## src/rtl/ps2_device_tx.sv

```systemverilog
`default_nettype none
// ============================================================================
// Module   : ps2_device_tx
// Purpose  : Device-side (keyboard end) PS/2 transmitter. Bytes pushed into
//            a small FIFO are sent as 11-bit frames (start 0, 8 data bits
//            LSB first, odd parity, stop 1). Each bit lasts 2*CLK_DIV
//            system clocks: ps2_clk is high for the first half and low for
//            the second, so data changes only while ps2_clk is high. Every
//            frame is followed by IDLE_GAP clocks with both lines high.
// Ports    : clk, resetn (async, active-low)
//            wr_en, wr_data[7:0]          - FIFO push
//            full, empty, overflow        - FIFO status (overflow sticky)
//            busy, frame_done             - transmitter status
//            ps2_clk, ps2_data            - PS/2 lines as driven, idle high
//            host_inhibit                 - only with PS2_TX_INHIBIT_EN
// Options  : `define PS2_TX_INHIBIT_EN adds host_inhibit; a frame interrupted
//            before its parity bit is retried before any further pop.
// Params   : CLK_DIV >= 2, FIFO_DEPTH power of 2 (>= 2), IDLE_GAP >= 1.
// Revision : 1.0 - initial release
// ============================================================================
module ps2_device_tx #(
  parameter int CLK_DIV    = 25,
  parameter int FIFO_DEPTH = 8,
  parameter int IDLE_GAP   = 50
) (
  input  logic       clk,
  input  logic       resetn,
`ifdef PS2_TX_INHIBIT_EN
  input  logic       host_inhibit,
`endif
  input  logic       wr_en,
  input  logic [7:0] wr_data,
  output logic       full,
  output logic       empty,
  output logic       overflow,
  output logic       busy,
  output logic       frame_done,
  output logic       ps2_clk,
  output logic       ps2_data
);

  localparam int c_addr_w     = $clog2(FIFO_DEPTH);
  localparam int c_cnt_w      = c_addr_w + 1;
  localparam int c_half_w     = $clog2(CLK_DIV);
  localparam int c_gap_w      = $clog2(IDLE_GAP + 1);
  localparam int c_half_last_i = CLK_DIV - 1;
  localparam int c_gap_last_i  = IDLE_GAP - 1;

  localparam logic [c_cnt_w-1:0]  c_depth     = FIFO_DEPTH[c_cnt_w-1:0];
  localparam logic [c_half_w-1:0] c_half_last = c_half_last_i[c_half_w-1:0];
  localparam logic [c_gap_w-1:0]  c_gap_last  = c_gap_last_i[c_gap_w-1:0];
  localparam logic [3:0]          c_last_bit  = 4'd10;
  localparam logic [3:0]          c_par_bit   = 4'd9;

  typedef enum logic [1:0] {
    ST_IDLE  = 2'd0,
    ST_SHIFT = 2'd1,
    ST_GAP   = 2'd2
  } state_t;

  // FIFO storage and status
  logic [7:0]          r_mem [FIFO_DEPTH];
  logic [c_addr_w-1:0] r_wr_ptr;
  logic [c_addr_w-1:0] r_rd_ptr;
  logic [c_cnt_w-1:0]  r_count;
  logic [c_cnt_w-1:0]  w_count_nxt;
  logic                r_full;
  logic                r_empty;
  logic                r_overflow;

  // Transmitter state
  state_t              r_state;
  logic [c_half_w-1:0] r_half_cnt;
  logic                r_low_half;
  logic [3:0]          r_bit;
  logic [c_gap_w-1:0]  r_gap_cnt;
  logic [9:0]          r_shift;     // {stop, parity, data} still to send
  logic                r_ps2_clk;
  logic                r_ps2_data;
  logic                r_busy;
  logic                r_frame_done;

  logic                w_pop;
  logic                w_push;
  logic                w_start;
  logic [7:0]          w_start_byte;
  logic [7:0]          w_head;

  assign w_head = r_mem[r_rd_ptr];

`ifdef PS2_TX_INHIBIT_EN
  logic       r_retry_valid;
  logic [7:0] r_retry_byte;   // byte of the frame in flight, resent on abort
  logic       w_retry_go;

  // A pending retry blocks the FIFO so the interrupted byte keeps its order.
  assign w_pop        = (r_state == ST_IDLE) && !r_empty && !host_inhibit && !r_retry_valid;
  assign w_retry_go   = (r_state == ST_IDLE) && r_retry_valid && !host_inhibit;
  assign w_start      = w_pop || w_retry_go;
  assign w_start_byte = r_retry_valid ? r_retry_byte : w_head;
`else
  assign w_pop        = (r_state == ST_IDLE) && !r_empty;
  assign w_start      = w_pop;
  assign w_start_byte = w_head;
`endif

  // A push into a full FIFO is still accepted when the head leaves this cycle.
  assign w_push = wr_en && (!r_full || w_pop);

  always_comb begin
    w_count_nxt = r_count;
    case ({w_push, w_pop})
      2'b10:   w_count_nxt = r_count + c_cnt_w'(1);
      2'b01:   w_count_nxt = r_count - c_cnt_w'(1);
      default: w_count_nxt = r_count;
    endcase
  end

  always_ff @(posedge clk) begin
    if (w_push) begin
      r_mem[r_wr_ptr] <= wr_data;
    end
  end

  always_ff @(posedge clk or negedge resetn) begin
    if (!resetn) begin
      r_wr_ptr   <= '0;
      r_rd_ptr   <= '0;
      r_count    <= '0;
      r_full     <= 1'b0;
      r_empty    <= 1'b1;
      r_overflow <= 1'b0;
    end else begin
      if (w_push) r_wr_ptr <= r_wr_ptr + c_addr_w'(1);
      if (w_pop)  r_rd_ptr <= r_rd_ptr + c_addr_w'(1);
      r_count    <= w_count_nxt;
      r_full     <= (w_count_nxt == c_depth);
      r_empty    <= (w_count_nxt == '0);
      r_overflow <= r_overflow || (wr_en && !w_push);
    end
  end

  always_ff @(posedge clk or negedge resetn) begin
    if (!resetn) begin
      r_state       <= ST_IDLE;
      r_half_cnt    <= '0;
      r_low_half    <= 1'b0;
      r_bit         <= '0;
      r_gap_cnt     <= '0;
      r_shift       <= '0;
      r_ps2_clk     <= 1'b1;
      r_ps2_data    <= 1'b1;
      r_busy        <= 1'b0;
      r_frame_done  <= 1'b0;
`ifdef PS2_TX_INHIBIT_EN
      r_retry_valid <= 1'b0;
      r_retry_byte  <= '0;
`endif
    end else begin
      r_frame_done <= 1'b0;
      case (r_state)
        ST_IDLE: begin
          r_ps2_clk  <= 1'b1;
          r_ps2_data <= 1'b1;
          if (w_start) begin
            // Start bit goes out on the pop edge itself.
            r_shift    <= {1'b1, ~^w_start_byte, w_start_byte};
            r_ps2_data <= 1'b0;
            r_half_cnt <= '0;
            r_low_half <= 1'b0;
            r_bit      <= '0;
            r_busy     <= 1'b1;
            r_state    <= ST_SHIFT;
`ifdef PS2_TX_INHIBIT_EN
            r_retry_byte  <= w_start_byte;
            r_retry_valid <= 1'b0;
`endif
          end
        end

        ST_SHIFT: begin
`ifdef PS2_TX_INHIBIT_EN
          if (host_inhibit && (r_bit < c_par_bit)) begin
            r_ps2_clk     <= 1'b1;
            r_ps2_data    <= 1'b1;
            r_busy        <= 1'b0;
            r_retry_valid <= 1'b1;
            r_state       <= ST_IDLE;
          end else
`endif
          if (r_half_cnt == c_half_last) begin
            r_half_cnt <= '0;
            if (!r_low_half) begin
              r_low_half <= 1'b1;
              r_ps2_clk  <= 1'b0;
            end else begin
              r_low_half <= 1'b0;
              r_ps2_clk  <= 1'b1;
              if (r_bit == c_last_bit) begin
                r_ps2_data   <= 1'b1;
                r_frame_done <= 1'b1;
                r_gap_cnt    <= '0;
                r_state      <= ST_GAP;
              end else begin
                r_bit      <= r_bit + 4'd1;
                r_ps2_data <= r_shift[0];
                r_shift    <= {1'b1, r_shift[9:1]};
              end
            end
          end else begin
            r_half_cnt <= r_half_cnt + c_half_w'(1);
          end
        end

        ST_GAP: begin
          r_ps2_clk  <= 1'b1;
          r_ps2_data <= 1'b1;
          if (r_gap_cnt == c_gap_last) begin
            r_busy  <= 1'b0;
            r_state <= ST_IDLE;
          end else begin
            r_gap_cnt <= r_gap_cnt + c_gap_w'(1);
          end
        end

        default: begin
          r_ps2_clk  <= 1'b1;
          r_ps2_data <= 1'b1;
          r_busy     <= 1'b0;
          r_state    <= ST_IDLE;
        end
      endcase
    end
  end

  assign full       = r_full;
  assign empty      = r_empty;
  assign overflow   = r_overflow;
  assign busy       = r_busy;
  assign frame_done = r_frame_done;
  assign ps2_clk    = r_ps2_clk;
  assign ps2_data   = r_ps2_data;

endmodule
`default_nettype wire

```

## config.mk

```make
export PLATFORM = sky130hd
export DESIGN_NAME = ps2_device_tx
export DESIGN_NICKNAME = d
export VERILOG_FILES = /design/src/rtl/ps2_device_tx.sv
export SDC_FILE = /design/constraint.sdc
export NUM_CORES = 1
export LEC_CHECK = 0
export BUFFER_PORTS_ARGS = -buffer_cell sky130_fd_sc_hd__buf_2
export CAP_MARGIN = 40
export CORE_MARGIN = 2
export CORE_UTILIZATION = 50
export CTS_CLUSTER_DIAMETER = 30
export CTS_CLUSTER_SIZE = 10
export DETAILED_ROUTE_END_ITERATION = 8
export MAX_ROUTING_LAYER = met4
export PLACE_DENSITY = 0.67
export SYNTH_ARGS = -nofsm -noshare
export SYNTH_HDL_FRONTEND = slang
export SYNTH_SLANG_ARGS = --single-unit
```

## constraint.sdc

```tcl
create_clock -name clk -period 4.03 [get_ports clk]
set_input_delay 0.403 -clock clk [delete_from_list [all_inputs] [get_ports clk]]
set_output_delay 0.403 -clock clk [all_outputs]
set_load 0.01 [all_outputs]
```

# Yosys cells after proc, flatten, opt, wreduce, memory -nomap -nowiden

Memory sizes are Yosys's and may differ from the RTL's.
Cells that the tools add are included.

Bits of input ports: 11
Memory bits (writable): 64
Memories kept: 1
Logic and storage cells: 106
Output and inout bits: 7
Flip-flop bits (word level): 45

Memory list:

| memory | depth | width | rd ports | clocked after memory_dff | wr ports | line | RTL |
|---|---|---|---|---|---|---|---|
| r_mem  | 8     | 8     | 1        | 0                        | 1        | 62   | `logic [7:0] r_mem [FIFO_DEPTH];` |

Bitwise gates (word level): 1
Mux-type cells: 46
Eq/ne operators: 15
$add $sub $neg: 7
Reduce and logical (&&, ||, !) cells: 20

Operators by type and width:

| cell                                          | number |
|---|---|
| 2-to-1 mux 10 bit                             | 4 |
| 2-to-1 mux 6 bit                              | 4 |
| one-hot mux 10 bit (2 select lines)           | 1 |
| 2-to-1 mux 1 bit                              | 18 |
| 2-to-1 mux 4 bit                              | 4 |
| one-hot mux 4 bit (2 select lines)            | 2 |
| AND reduction 5 bit                           | 3 |
| inequality test 2 bit, second input constant  | 7 |
| one-hot mux 6 bit (2 select lines)            | 1 |
| 2-to-1 mux 2 bit                              | 5 |
| 2-to-1 mux 5 bit                              | 2 |
| one-hot mux 5 bit (2 select lines)            | 1 |
| adder 4 x 1 -> 4 bit, second input constant   | 2 |
| == test 4 bit, second input constant          | 2 |
| XNOR reduction 8 bit                          | 1 |
| adder 3 x 1 -> 3 bit, second input constant   | 2 |
| adder 6 x 1 -> 6 bit, second input constant   | 1 |
| == test 6 bit, second input constant          | 1 |
| one-hot mux 2 bit (3 select lines)            | 1 |
| AND reduction 3 bit                           | 2 |
| adder 5 x 1 -> 5 bit, second input constant   | 1 |
| == test 5 bit, second input constant          | 1 |
| == test 2 x 1 -> 1 bit, second input constant | 2 |
| == test 2 bit, second input constant          | 2 |
| 11 further kinds                              | 19 |

# Logic depth before layout (Yosys ltp)

Gate-level depths: netlist of the first run.

Word-level depth: 7
Depth in mapped cells: 14
Gate-level depth less buffers: 12

# Worst setup path before layout of the first run

Ideal clock, no wire load.

Path kind: register -> register
From: register r_state[0]
To: register r_empty (netlist: empty)
Path buffers: 2
Library setup time: 0.097 ns
Slack: 1.280 ns
Arrival: 2.653 ns
Required time: 3.933 ns
Period minus slack after synthesis: 2.750 ns
Stages on the path, launching flop included: 15
Cells stage by stage: dfrtp_1 clkbuf_1 or3_1 clkbuf_1 nand2_1 and2_1 inv_1 ha_1 xor2_1 ha_1 a21oi_1 xor2_1 nor2_1 xor2_1 nor4_1

Cells in the longest elaborated chain, start to end: 7
Elaborated cells between the ends (all ways): 8
Those cells by class: eq/ne (2); mux (1); reduce/logical (5)

RTL lines:

| element                                                        | line | RTL |
|---|---|---|
| start, declared                                                | 72   | `state_t r_state;` |
| start signal, assigned                                         | 145  | `r_state <= ST_IDLE;` |
| start signal, assigned                                         | 173  | `r_state <= ST_SHIFT;` |
| start signal, assigned                                         | 203  | `r_state <= ST_GAP;` |
| logical NOT 2 bit (*)                                          | 102  | `assign w_pop = (r_state == ST_IDLE) && !r_empty;` |
| logical AND 1 bit (*)                                          | 102  |  |
| logical OR 1 bit                                               | 108  | `assign w_push = wr_en && (!r_full \|\| w_pop);` |
| logical AND 1 bit                                              | 108  |  |
| == test 2 x 1 -> 1 bit / == test 2 bit (equally long branches) | 112  | `case ({w_push, w_pop})` |
| one-hot mux 4 bit (2 select lines) (*)                         | 112  |  |
| named net w_count_nxt[2]                                       | 66   | `logic [c_cnt_w-1:0] w_count_nxt;` |
| logical NOT 4 bit (*)                                          | 138  | `r_empty <= (w_count_nxt == '0);` |
| end signal, assigned                                           | 138  |  |
| end, declared                                                  | 68   | `logic r_empty;` |

The timed path passes the listed nets; every way through them passes the cells marked *.
A chain may end at the register's enable or synchronous reset.

# Final worst setup path of the first run

From: register r_state[1]
To: register r_empty (netlist: empty)

Same word-level chain as after synthesis.

==> impl_metrics.py, run 1 <==
metrics = {
    "placed_design": {
        "dp_slack_ns": 1.02,
        "numPortBuffers": 17,
        "hpwl_um": 5600,
        "place_congestion": 0.833,
    },
    "sta": {
        "setup_viol": 0,
        "fin_skew_ns": 0.0143,
        "tightest_slew_ns": 0.848,
        "hold_viol_final": 0,
        "finalCritPeriodShare_pct": 74.5,
        "slew_violations": 0,
        "finalSetupTns_ns": 0,
        "finalWorstSetupSlack_ns": 1.03,
        "maxSlewHeadroom_pct": 43.5,
        "min_period_ns": 3.00,
        "rsz0062_at_grt": "false",
        "fmax_mhz": 333,
    },
    "worst_setup_path": {
        "crit_slowest_cell": "or3_1",
        "rr_endpoint": "empty",
        "crit_path_frequent_cell": "xor2_1",
        "max_stage_delay_ns": 0.53,
        "critical_path.max_fanout": 11,
        "criticalPathCategory": "flip-flop to flip-flop",
        "worstPathCellList": "or3_1 > nand2_1 > and2_1 > inv_1 > ha_1 > xor2_1 > ha_1 > a21oi_1 > xor2_1 > nor2_1 > xor2_1 > nor4_1",
        "r2r-start": "r_state[1]",
        "cp.required_ns": 4.31,
        "cp-end-kind": "flip-flop",
        "rrSetupSlack_ns": 1.03,
        "cp.arrival_ns": 3.29,
        "start_kind": "flip-flop",
        "ff2ff_path_depth": 12,
    },
    "global_routing": {
        "grt_pass1_wl_um": 14000,
        "groute.usage.overall_pct": 18.9,
        "grt_antenna_before_repair": 0,
        "grt_pass1_vias": 2787,
        "grt_max_degree": 32,
        "grt-ovfl-total": 0,
    },
    "clocking": {
        "cts.sinks": 109,
        "cts_max_level": 3,
        "path_clk_slew_ns": 0.11,
        "cts_buffers": 9,
        "postCtsSetupBuffers": 0,
        "cts_tree": "yes",
        "clk_path_buf_depth": 2,
        "cts_root_buf": "clkbuf_8",
        "cts-resized-gates": 0,
        "clk-insertion-delay-late_ns": 0.38,
    },
    "synthesis": {
        "synth_area_leaders": "edfxtp_1 41%, dfrtp_1 22%, mux4_2 6.2%, ha_1 2.9%, nand2_1 2.5%",
        "synth_cell_types": 51,
        "synth_top_area_share_pct": 40.6,
        "ys_ff_latch": 109,
        "synth_ff_type": "edfxtp_1",
        "synth-seq-area-share_pct": 64.4,
        "ys_warn_count": 0,
        "synth_edf_count": 64,
        "synth_nets": 343,
        "synth_area_mm2": 0.00474,
        "synth_cells": 321,
        "async_flop_share_pct": 41.3,
        "synth_common_cells": "64 x edfxtp_1, 42 x dfrtp_1, 32 x nand2_1, 18 x nor2_1, 16 x o21ai_0",
        "synth_most_common_cell": "edfxtp_1",
        "syn_avg_cell_area_um2": 14.8,
        "yosysTopAreaCell": "edfxtp_1",
    },
    "routing": {
        "route.detailed.drc": 0,
        "drt_pre_antenna_iters": 4,
        "vias": 2661,
        "postRouteAntennaNets": 0,
        "drt-vias-per-instance": 5.71,
        "drt_iter0_drc": 99,
        "routed_wirelength_um": 8430,
        "wl_per_cell_um": 18.1,
    },
    "worst_hold_path": {
        "min_delay_path_depth": 2,
        "hold_path_end": "overflow",
        "hold_path.class": "input port to flip-flop",
        "worstHoldStart": "wr_en",
    },
    "power_and_ir_drop": {
        "ir_drop_uv": 302,
        "leakage_nw": 1.98,
        "powerDensity_mw_per_mm2": 685,
    },
    "floorplanning": {
        "fp.coreArea_mm2": 0.00920,
        "die_area_mm2": 0.0103,
        "dieWidth_um": 101,
        "die_h_um": 101,
        "start_util_pct": 51.5,
        "io_pins": 18,
        "row_count": 35,
    },
    "final_layout": {
        "fillCellCount": 734,
        "layout.nets": 372,
        "layout-drive-gt1-share_pct": 20.3,
        "antennaDiodeCount": 0,
        "area_delta_synth_final_pct": 9.85,
    },
    "outcome": {
        "outcome": "completed",
    },
    "job": {
        "cap_violations": 0,
    },
}
[registers in the layout (all words and copies together), names as in the netlist, 2 cells and up]
signal,count
r_gap_cnt,6
r_half_cnt,5
r_rd_ptr,3
r_mem,64
r_wr_ptr,3
r_count,4
r_shift,10
r_bit,4
r_state,2
[worst max-delay path: cells and delay by family (launching register included)]
kind / cells / cell delay (ns)
AND/OR/NAND/NOR: 5 / 1.21
flip-flops: 1 / 0.50
XOR/XNOR: 3 / 0.50
adder cells (fa/ha/maj): 2 / 0.44
AO/OA/AOI/OAI: 1 / 0.15
buffers and inverters: 1 / 0.11
[timing repair]
item	CTS	global route
setup endpoints to repair	0	0
hold buffers	1	0
endpoints found under the hold margin	13	0
[cells in the final DEF, fill, tap and decap left out, drive strengths merged, types with 11 or more instances in the layout]
master / count
inv: 17
mux4: 16
xnor2: 11
edfxtp: 64
nand2: 32
dfrtp: 42
o21ai: 18
buf: 27
ha: 11
nor2: 18
[kinds of logic after synthesis]
group / synth area share (%)
adders and majority gates: 2.90
and+or+nand+nor: 8.71
muxes: 11.2
xor gates and xnor gates: 3.30
AOI/OAI and AO/OA: 7.00
buffers and inverters: 2.46
DFF: 64.4
[worst max path at each step]
stage | slack (ns) | to | start | cells past startpoint
after global routing | 0.74 | empty | r_state[1] | 12
after floorplan | 1.28 | empty | r_state[0] | 14
after CTS | 1.02 | empty | r_state[1] | 12
after detailed placement | 1.02 | full | r_state[1] | 12
after global placement | 1.16 | empty | r_state[1] | 12
final | 1.03 | empty | r_state[1] | 12
[through the flow]
stage / instances / power (mW) / utilization, % / instance area [um^2] / hold WS (ns)
4_1_cts: 466 / 3.61 / 56.6 / 5200 / 0.262
2_1_floorplan: 321 / 2.63 / - / 4740 / 0.107
3_5_place_dp: 449 / 2.90 / 54.2 / 4980 / 0.332
3_3_place_gp: 442 / 2.85 / 53.5 / 4920 / 0.468
5_1_grt: 466 / 3.79 / 56.6 / 5200 / 0.260
6_report: 466 / 3.57 / 56.6 / 5200 / 0.284
[report_power, final]
group	switching (mW)	total [mW]	internal (mW)	leakage (nW)
logic	0.541	1.17	0.628	0.747
registers	0.246	1.69	1.44	1.13
clock network	0.404	0.708	0.304	0.106
[area by class of cell]
class | count | area (um^2) | area share [%]
inverters | 13 | 48.8 | 0.938
clock buffers | 9 | 124 | 2.38
clock inverters | 7 | 88.8 | 1.71
repair buffers | 28 | 183 | 3.51
flip-flops and latches | 109 | 3050 | 58.6
well taps | 111 | 139 | 2.67
multi-input cells | 189 | 1570 | 30.2
[layer usage]
layer | global-route usage (%) | vias up | wire length (um)
li1 | - | 1261 | -
met3 | 3.59 | 9 | 208
met1 | 24.4 | 1357 | 4010
met2 | 29.6 | 34 | 4090
met4 | 7.59 | 0 | 124
met5 | - | - | 0
No activity file was read; power rests on OpenSTA's default activity.
==> inputs of run 2 (changes only) <==
clock period = 3.1 ns   (was 4.03 ns; I/O delays follow)
==> run 2 against run 1 <==
Sequential power grew 25%; final area up 0.53%; sequential cell count did not move; highest routed layer unchanged; first-iteration DRC count rose by 38%; clock skew down 0.00071 ns; critical endpoint unchanged.
==> impl_metrics.py, run 2 (same netlist as run 1, synthesis figures left out) <==
metrics = {
    "outcome": {
        "outcome": "completed",
    },
    "routing": {
        "drt_pre_antenna_iters": 5,
        "routed_wirelength_um": 8080,
        "vias": 2657,
        "wl_per_cell_um": 17.2,
        "drt_iter0_drc": 137,
        "route.detailed.drc": 0,
        "postRouteAntennaNets": 0,
        "drt-vias-per-instance": 5.64,
    },
    "worst_setup_path": {
        "r2r-start": "r_state[0]",
        "criticalPathCategory": "flip-flop to flip-flop",
        "max_stage_delay_ns": 0.49,
        "start_kind": "flip-flop",
        "crit_path_frequent_cell": "xor2_1",
        "cp.arrival_ns": 3.09,
        "crit_cells": 12,
        "crit_buf_inv": 1,
        "critical_path.max_fanout": 10,
        "cpLargestDelayFamily": "simple AND/OR/NAND/NOR gates",
        "worstPathCellList": "or3_1 > nand2_1 > and2_1 > inv_1 > ha_1 > xor2_1 > ha_1 > a21oi_1 > xor2_1 > nor2_1 > xor2_1 > nor4_1",
        "ff2ff_path_depth": 12,
        "rr_endpoint": "empty",
        "startpoint": "r_state[0]",
        "rrSetupSlack_ns": 0.28,
        "cp.required_ns": 3.38,
        "crit_slowest_cell": "dfrtp_1",
        "cp-end-kind": "flip-flop",
        "crit_end": "empty",
    },
    "clocking": {
        "clk_path_buf_depth": 2,
        "clk-insertion-delay-late_ns": 0.38,
        "cts_buffers": 9,
        "path_clk_slew_ns": 0.10,
        "cts_tree": "yes",
        "cts_max_level": 3,
        "postCtsSetupBuffers": 0,
        "hold_buffers": 1,
        "cts.sinks": 109,
        "cts_root_buf": "clkbuf_8",
        "cts-resized-gates": 0,
    },
    "floorplanning": {
        "die_h_um": 101,
        "start_util_pct": 51.5,
        "row_count": 35,
        "die_area_mm2": 0.0103,
        "dieWidth_um": 101,
        "fp.coreArea_mm2": 0.00920,
        "io_pins": 18,
    },
    "global_routing": {
        "grt_max_degree": 24,
        "groute.usage.overall_pct": 18.0,
        "grt_pass1_wl_um": 13400,
        "grt-ovfl-total": 0,
        "grt_antenna_before_repair": 0,
        "grt_pass1_vias": 2645,
    },
    "final_layout": {
        "layout-drive-gt1-share_pct": 21.4,
        "fin_util_pct": 56.9,
        "final_cell_mix": "64 x edfxtp_1, 42 x dfrtp_1, 32 x nand2_1",
        "layout.nets": 377,
        "top_regs": "r_mem x64, r_shift x10, r_gap_cnt x6",
        "area_delta_synth_final_pct": 10.4,
        "antennaDiodeCount": 0,
        "mostFrequentLayoutCell": "edfxtp_1",
        "largest_reg_flops": 64,
        "largest_register": "r_mem",
    },
    "power_and_ir_drop": {
        "leakage_nw": 2.01,
        "seq_power_share_pct": 46.2,
        "switching_share_pct": 33.9,
        "p_switching_mw": 1.55,
        "share_comb_of_total_power_pct": 35.6,
        "powerDensity_mw_per_mm2": 875,
        "internal_power_mw": 3.03,
        "ir_drop_uv": 441,
        "power_frac_clock_pct": 18.3,
    },
    "sta": {
        "slew_violations": 0,
        "fin_skew_ns": 0.0136,
        "fmax_mhz": 355,
        "setup_viol": 0,
        "maxSlewHeadroom_pct": 56.8,
        "hold_viol_final": 0,
        "min_period_ns": 2.82,
        "tightest_slew_ns": 0.647,
        "finalSetupTns_ns": 0,
        "finalCritPeriodShare_pct": 90.8,
        "rsz0062_at_grt": "false",
    },
    "job": {
        "cap_violations": 0,
    },
    "placed_design": {
        "numPortBuffers": 17,
        "place_congestion": 0.806,
        "hpwl_um": 5410,
    },
    "worst_hold_path": {
        "hold_path.class": "input port to flip-flop",
    },
}
## run 2: final cells by class
cell class | count | area (um^2)
Sequential cell | 109 | 3050
Clock buffer | 9 | 124
Inverter | 13 | 48.8
Tap cell | 111 | 139
Multi-Input combinational cell | 189 | 1570
Clock inverter | 7 | 71.3
Fill cell | 715 | 3960
Timing Repair Buffer | 33 | 228
## run 2: per-layer routing
layer	part of all wire [%]	up-vias	GRT usage (%)
met5	0	-	-
met4	1.2	0	4.99
met3	2.7	9	4.55
met2	50	35	28.7
met1	46	1344	23.3
li1	-	1269	-
## run 2: worst min-delay path by stage
| stage | from | endpoint | slack, ns | cells past startpoint |
|---|---|---|---|---|
| 2_1_floorplan | resetn | busy | 0.01 | 0 |
| 3_3_place_gp | r_shift[4] | r_shift[4] | 0.46 | 1 |
| 3_5_place_dp | resetn | r_gap_cnt[0] | 0.34 | 1 |
| 4_1_cts | wr_data[7] | r_mem[5][7] | 0.18 | 1 |
| 5_1_grt | wr_en | overflow | 0.17 | 2 |
| 6_report | wr_data[7] | r_mem[4][7] | 0.19 | 1 |
## run 2: power groups by stage
stage	sequential (mW)	clock (mW)	combinational, mW
after detailed placement	2.15	0	1.64
final	2.11	0.837	1.63
after global routing	2.16	0.923	1.79
after global placement	2.13	0	1.60
after floorplan	2.06	0	1.36
after CTS	2.12	0.858	1.65
## run 2: worst reg2reg max path: cells and delay by family (launching register included)
family / cells / cell delay [ns]
buf+inv: 1 / 0.11
fa+ha+maj: 2 / 0.43
xor+xnor: 3 / 0.52
flops: 1 / 0.49
simple gates: 5 / 1.02
compound gates: 1 / 0.16
## run 2: through the flow
stage          total power [mW]  hold slack (ns)  std cells  cell area, um^2  worst slack [ns]
2_1_floorplan              3.41           0.0144        321             4740             0.350
3_3_place_gp               3.73            0.462        453             5000             0.397
3_5_place_dp               3.79            0.336        454             5030             0.307
4_1_cts                    4.62            0.176        471             5230             0.268
5_1_grt                    4.87            0.173        471             5230            0.0455
6_report                   4.58            0.193        471             5230             0.285
